File: src/rtl/cam_gray_frontend.sv
// Camera front-end: RGB565 stream to grayscale/binarized pixels with frame coordinates.
// Two-stage pipeline; coordinates are parked at 11'h7FF whenever no in-window pixel is presented.
module cam_gray_frontend #(
  parameter int         H_ACTIVE  = 200,
  parameter int         V_ACTIVE  = 164,
  parameter logic [7:0] THRESHOLD = 8'd100,
  parameter bit         BINARIZE  = 1'b1
) (
  input  logic        clk,
  input  logic        rst,
  input  logic        vsync_in,
  input  logic        href_in,
  input  logic        de_in,
  input  logic [15:0] rgb_in,
  output logic [10:0] x_pos,
  output logic [10:0] y_pos,
  output logic [7:0]  data_out,
  output logic        valid_out,
  output logic        frame_start,
  output logic        frame_err
);

  logic        vsync_q, href_q;
  logic        vs_rise, href_fall;
  logic        synced_q, synced_d;
  logic [10:0] x_cnt_q, x_cnt_d, y_cnt_q, y_cnt_d;
  logic [10:0] x_inc, y_inc, y_fin;
  logic        line_now;
  logic        line_err_q, line_err_d;
  logic        frame_err_q, frame_err_d;

  logic [7:0]  r8, g8, b8;
  logic [15:0] pr_d, pg_d, pb_d;
  logic [15:0] pr_q, pg_q, pb_q;
  logic        win_d, win_q, fs1_q;
  logic [10:0] x1_q, y1_q;
  logic [15:0] sum;
  logic [7:0]  luma, pix_d;

  logic [10:0] x_pos_q, y_pos_q;
  logic [7:0]  data_q;
  logic        valid_q, fs2_q;

  assign vs_rise   = vsync_in & ~vsync_q;
  assign href_fall = ~href_in & href_q;

  always_comb begin
    synced_d    = synced_q;
    x_cnt_d     = x_cnt_q;
    y_cnt_d     = y_cnt_q;
    line_err_d  = line_err_q;
    frame_err_d = frame_err_q;
    line_now    = 1'b0;
    // A pixel coinciding with an edge is counted first, then the edge applies.
    x_inc = (de_in && x_cnt_q != 11'h7FF) ? x_cnt_q + 11'd1 : x_cnt_q;
    y_inc = (y_cnt_q != 11'h7FF) ? y_cnt_q + 11'd1 : y_cnt_q;
    y_fin = href_fall ? y_inc : y_cnt_q;
    if (!synced_q) begin
      if (vs_rise) synced_d = 1'b1;
    end else begin
      line_now = href_fall && (y_cnt_q < 11'(V_ACTIVE)) && (x_inc != 11'(H_ACTIVE));
      if (vs_rise) begin
        x_cnt_d     = '0;
        y_cnt_d     = '0;
        frame_err_d = line_err_q | line_now | (y_fin != 11'(V_ACTIVE));
        line_err_d  = 1'b0;
      end else if (href_fall) begin
        x_cnt_d    = '0;
        y_cnt_d    = y_inc;
        line_err_d = line_err_q | line_now;
      end else begin
        x_cnt_d = x_inc;
      end
    end
  end

  always_comb begin
    r8    = {rgb_in[15:11], rgb_in[15:13]};
    g8    = {rgb_in[10:5],  rgb_in[10:9]};
    b8    = {rgb_in[4:0],   rgb_in[4:2]};
    pr_d  = 16'd77  * 16'(r8);
    pg_d  = 16'd150 * 16'(g8);
    pb_d  = 16'd29  * 16'(b8);
    win_d = synced_q && de_in && (x_cnt_q < 11'(H_ACTIVE)) && (y_cnt_q < 11'(V_ACTIVE));
    sum   = pr_q + pg_q + pb_q;
    luma  = 8'(sum >> 8);
    if (BINARIZE) pix_d = (luma >= THRESHOLD) ? 8'hFF : 8'h00;
    else          pix_d = luma;
  end

  always_ff @(posedge clk or posedge rst) begin
    if (rst) begin
      vsync_q     <= 1'b0;
      href_q      <= 1'b0;
      synced_q    <= 1'b0;
      x_cnt_q     <= '0;
      y_cnt_q     <= '0;
      line_err_q  <= 1'b0;
      frame_err_q <= 1'b0;
      pr_q        <= '0;
      pg_q        <= '0;
      pb_q        <= '0;
      x1_q        <= 11'h7FF;
      y1_q        <= 11'h7FF;
      win_q       <= 1'b0;
      fs1_q       <= 1'b0;
      x_pos_q     <= 11'h7FF;
      y_pos_q     <= 11'h7FF;
      data_q      <= 8'hFF;
      valid_q     <= 1'b0;
      fs2_q       <= 1'b0;
    end else begin
      vsync_q     <= vsync_in;
      href_q      <= href_in;
      synced_q    <= synced_d;
      x_cnt_q     <= x_cnt_d;
      y_cnt_q     <= y_cnt_d;
      line_err_q  <= line_err_d;
      frame_err_q <= frame_err_d;
      pr_q        <= pr_d;
      pg_q        <= pg_d;
      pb_q        <= pb_d;
      x1_q        <= x_cnt_q;
      y1_q        <= y_cnt_q;
      win_q       <= win_d;
      fs1_q       <= vs_rise;
      x_pos_q     <= win_q ? x1_q : 11'h7FF;
      y_pos_q     <= win_q ? y1_q : 11'h7FF;
      data_q      <= win_q ? pix_d : 8'hFF;
      valid_q     <= win_q;
      fs2_q       <= fs1_q;
    end
  end

  assign x_pos       = x_pos_q;
  assign y_pos       = y_pos_q;
  assign data_out    = data_q;
  assign valid_out   = valid_q;
  assign frame_start = fs2_q;
  assign frame_err   = frame_err_q;

endmodule

File: config.mk
export PLATFORM = sky130hd
export DESIGN_NAME = cam_gray_frontend
export DESIGN_NICKNAME = d
export VERILOG_FILES = /design/src/rtl/cam_gray_frontend.sv
export SDC_FILE = /design/constraint.sdc
export NUM_CORES = 1
export LEC_CHECK = 0
export ABC_AREA = 1
export BUFFER_PORTS_ARGS = -buffer_cell sky130_fd_sc_hd__buf_2
export CORE_ASPECT_RATIO = 1.2
export CORE_MARGIN = 2
export CORE_UTILIZATION = 62
export CTS_CLUSTER_DIAMETER = 150
export DETAILED_ROUTE_END_ITERATION = 7
export GPL_TIMING_DRIVEN = 0
export PLACE_DENSITY = 0.89
export SLEW_MARGIN = 20
export SYNTH_ARGS = -nofsm -noshare
export SYNTH_HDL_FRONTEND = slang
export SYNTH_SLANG_ARGS = --single-unit
File: constraint.sdc
create_clock -name clk -period 5 [get_ports clk]
set_input_delay 1 -clock clk [delete_from_list [all_inputs] [get_ports clk]]
set_output_delay 1 -clock clk [all_outputs]
set_load 0.01 [all_outputs]
==> flow_summary.toml <==
[clocking]
cts_tree = "done"
post_cts_resized = 0
clk_pin_slew_ns = 0.06
cts.sinks = 119
hold_buffers = 0
cts_root_buffer = "clkbuf_16"
cts_buffers = 17
htree_levels = 4
postCtsSetupBuffers = 0
clockBufferDepth = 2
worstSkewPairLatency_ns = 0.43

[route]
finalWirelength_mm = 18.4
dr.pass1.iters = 5
drt-wirelength-per-cell_um = 16.6
drcViolationCount = 0
routed_via_density = 5.70
drtAntennaViolNets = 0
drt-initial-drc-count = 349
vias = 6321

[synthesis]
synthesis.instances = 858
async_flop_share_pct = 100
syn-num-nets = 1029
seq_area_frac_synth_pct = 37.8
synth_largest_area_cell = "dfrtp_1"
syn_area_um2 = 8030
yosysWarnings = 0
postSynthAreaPerCell_um2 = 9.36
synth.ff_latch_count = 119
ys_types = 37
synth_edf_count = 0
synth_flop_cell = "dfrtp_1"
yosysTopAreaCellShare_pct = 23.1
synth_area_leaders = "dfrtp_1 (23%), ha_1 (18%), dfstp_2 (15%)"

[die]
start_util_pct = 63.4
die_w_um = 108
dieArea_um2 = 13900
io_pins = 54
fp.coreArea_um2 = 12700
chipHeight_um = 129
row_count = 45

[pwr]
combPwrFrac_pct = 48.9
p_int_uw = 2820
swShare_pct = 42.3
clkPwrFrac_pct = 24.8
vdd_drop_max_uv = 365
p_sw_uw = 2060
power_uw = 4880
p_per_area_nw_per_um2 = 535
p_leak_uw = 0.00471
p_seq_share_pct = 26.3

[placement]
place_congestion = 0.899
dp.cells = 1076
hpwlAfterDp_mm = 12.5
io_buffers = 53
place_area_um2 = 8530

[finish]
n_antenna_cell = 0
layout.nets = 1102
drive_gt1_share_pct = 18.8
area_growth_pct = 13.6
fin_area_um2 = 9120
stdcell_count = 1108

[sta]
clock.fmax_mhz = 244
rsz0062_at_grt = "no"
finalHoldViolations = 0
worst_pin_slew_ns = 0.636
tns_ns = 0
fin_crit_ns = 4.10
setup_viol = 0
timing.hold.ws_ns = 0.358
timing.final.crit_share_pct = 82.1
drv_slew = 0
max-slew-margin-rel_pct = 57.4
fin_skew_ns = 0.00949

[worst_hold_path]
min_path_type = "reg2reg"
min_from = "fs1_q"

[worst_setup_path]
r2r-start = "pr_q[11]"
cp-end-kind = "flip-flop"
crit_arrival_ns = 4.42
critPathLaunchType = "input pin"
critical_path_class = "in2reg"
required_ns = 5.31
critPathLaunch = "rgb_in[9]"
path_max_fanout = 8

[grt]
grt_pass1_wl_mm = 30.8
grt_overflow = 0
first_global_vias = 6534
grt_max_degree = 69
antenna_found_initial = 0
track_usage_pct = 28.8

[outcome]
status = "completed"

[job]
cap_violations = 0
==> metrics by stage <==
step	util, %	setup slack [ns]
2_1_floorplan	-	0.917
3_3_place_gp	67.1	-0.123
3_5_place_dp	67.3	0.613
4_1_cts	72.0	0.939
5_1_grt	72.0	0.759
6_report	72.0	0.895
==> worst paths after layout <==
kind | slack (ns) | cells after the start | to
max in group asynchronous | 3.68 | 3 | x_pos[5]
min in group asynchronous | 0.61 | 2 | pg_q[11]
max reg2reg | 2.51 | 12 | data_out[6]
min | 0.36 | 0 | frame_start
max | 0.90 | 14 | pg_q[15]
min reg2reg | 0.36 | 0 | frame_start
==> layout by cell type (no fill, tap or decap), drive strengths merged <==
cell type  instances
inv              153
nand2            141
ha               113
dfrtp             74
buf               62
nor2              59
nand3             49
dfstp             45
fa                37
a21oi             37
o21ai             33
xor2              31
clkbuf            25
or2               23
o22ai             11
xnor2              8
nor3               7
nand4              5
clkinv             5
a31oi              4
o21bai             4
a21o               4
o2111ai            3
nor4               2
a22o               2
clkinvlp           2
o311ai             1
a211oi             1
o211a              1
nand3b             1
bufinv             1
==> power by group through the flow <==
stage | logic, uW | clock network (uW) | registers (uW)
global route | 2680 | 1260 | 1300
floorplan | 1700 | 0 | 1270
global placement | 2110 | 0 | 1280
CTS | 2340 | 1210 | 1280
finish | 2390 | 1210 | 1280
detailed placement | 2220 | 0 | 1290
==> cell families (layout without fill, tap and decap cells) <==
group | count (synthesis) | count (layout) | share of synthesized area, %
adder cells (fa/ha/maj) | 150 | 150 | 26.8
buffers and inverters | 162 | 248 | 8.00
AO/OA/AOI/OAI | 101 | 101 | 7.20
XOR/XNOR | 39 | 39 | 4.26
AND/OR/NAND/NOR | 287 | 287 | 15.9
flip-flops | 119 | 119 | 37.8
==> synth_stat cells (2+ instances only) <==
| cell type | n |
|---|---|
| a31oi_1 | 4 |
| o21bai_1 | 4 |
| dfrtp_1 | 74 |
| xor2_1 | 31 |
| nor2_1 | 55 |
| nand2_2 | 2 |
| dfstp_2 | 45 |
| or2_2 | 23 |
| nor2_2 | 3 |
| nor3_1 | 6 |
| a21oi_1 | 36 |
| nand3_2 | 4 |
| o21ai_0 | 32 |
| a21o_1 | 4 |
| a22o_1 | 2 |
| xnor2_1 | 8 |
| nand2_1 | 139 |
| nor4_1 | 2 |
| clkbuf_1 | 5 |
| o22ai_1 | 11 |
| nand3_1 | 45 |
| ha_1 | 113 |
| inv_1 | 147 |
| fa_1 | 37 |
| inv_2 | 2 |
| nand4_1 | 5 |
| o2111ai_1 | 3 |
| buf_4 | 7 |
==> registers in the layout, indices dropped and copies added (netlist names) <==
| register | flops |
|---|---|
| x_cnt_q | 11 |
| vsync_q | 1 |
| frame_err | 1 |
| pb_q | 13 |
| synced_q | 1 |
| data_out | 1 |
| y_cnt_q | 11 |
| line_err_q | 1 |
| x1_q | 11 |
| pg_q | 15 |
| pr_q | 15 |
| frame_start | 1 |
| href_q | 1 |
| y_pos | 11 |
| fs1_q | 1 |
| y1_q | 11 |
| valid_out | 1 |
| x_pos | 11 |
| win_q | 1 |
==> layer usage <==
| metal | vias to the layer above | track usage [%] | wire length, um |
|---|---|---|---|
| li1 | 2911 | - | - |
| met1 | 3016 | 31.2 | 6740 |
| met2 | 278 | 51.3 | 9670 |
| met3 | 116 | 6.79 | 894 |
| met4 | 0 | 16.7 | 1130 |
| met5 | - | 0 | 0 |
==> cell type report <==
type / count / area [um2]
Fill cell: 846 / 3550
Multi-Input combinational cell: 577 / 4350
Clock buffer: 20 / 478
Inverter: 149 / 564
Timing Repair Buffer: 54 / 293
Tap cell: 164 / 205
Buffer: 13 / 82.6
Clock inverter: 12 / 114
Sequential cell: 119 / 3030
==> worst max-delay path, stage by stage <==
cell	delay, ns
buf_2	0.22
ha_1	0.28
ha_1	0.29
inv_1	0.07
fa_1	0.50
fa_1	0.52
inv_1	0.04
ha_1	0.35
a21oi_1	0.27
o21ai_0	0.13
a21oi_1	0.24
o21ai_0	0.22
a21oi_1	0.20
o21bai_1	0.09
Power figures use the tool's default switching activity.
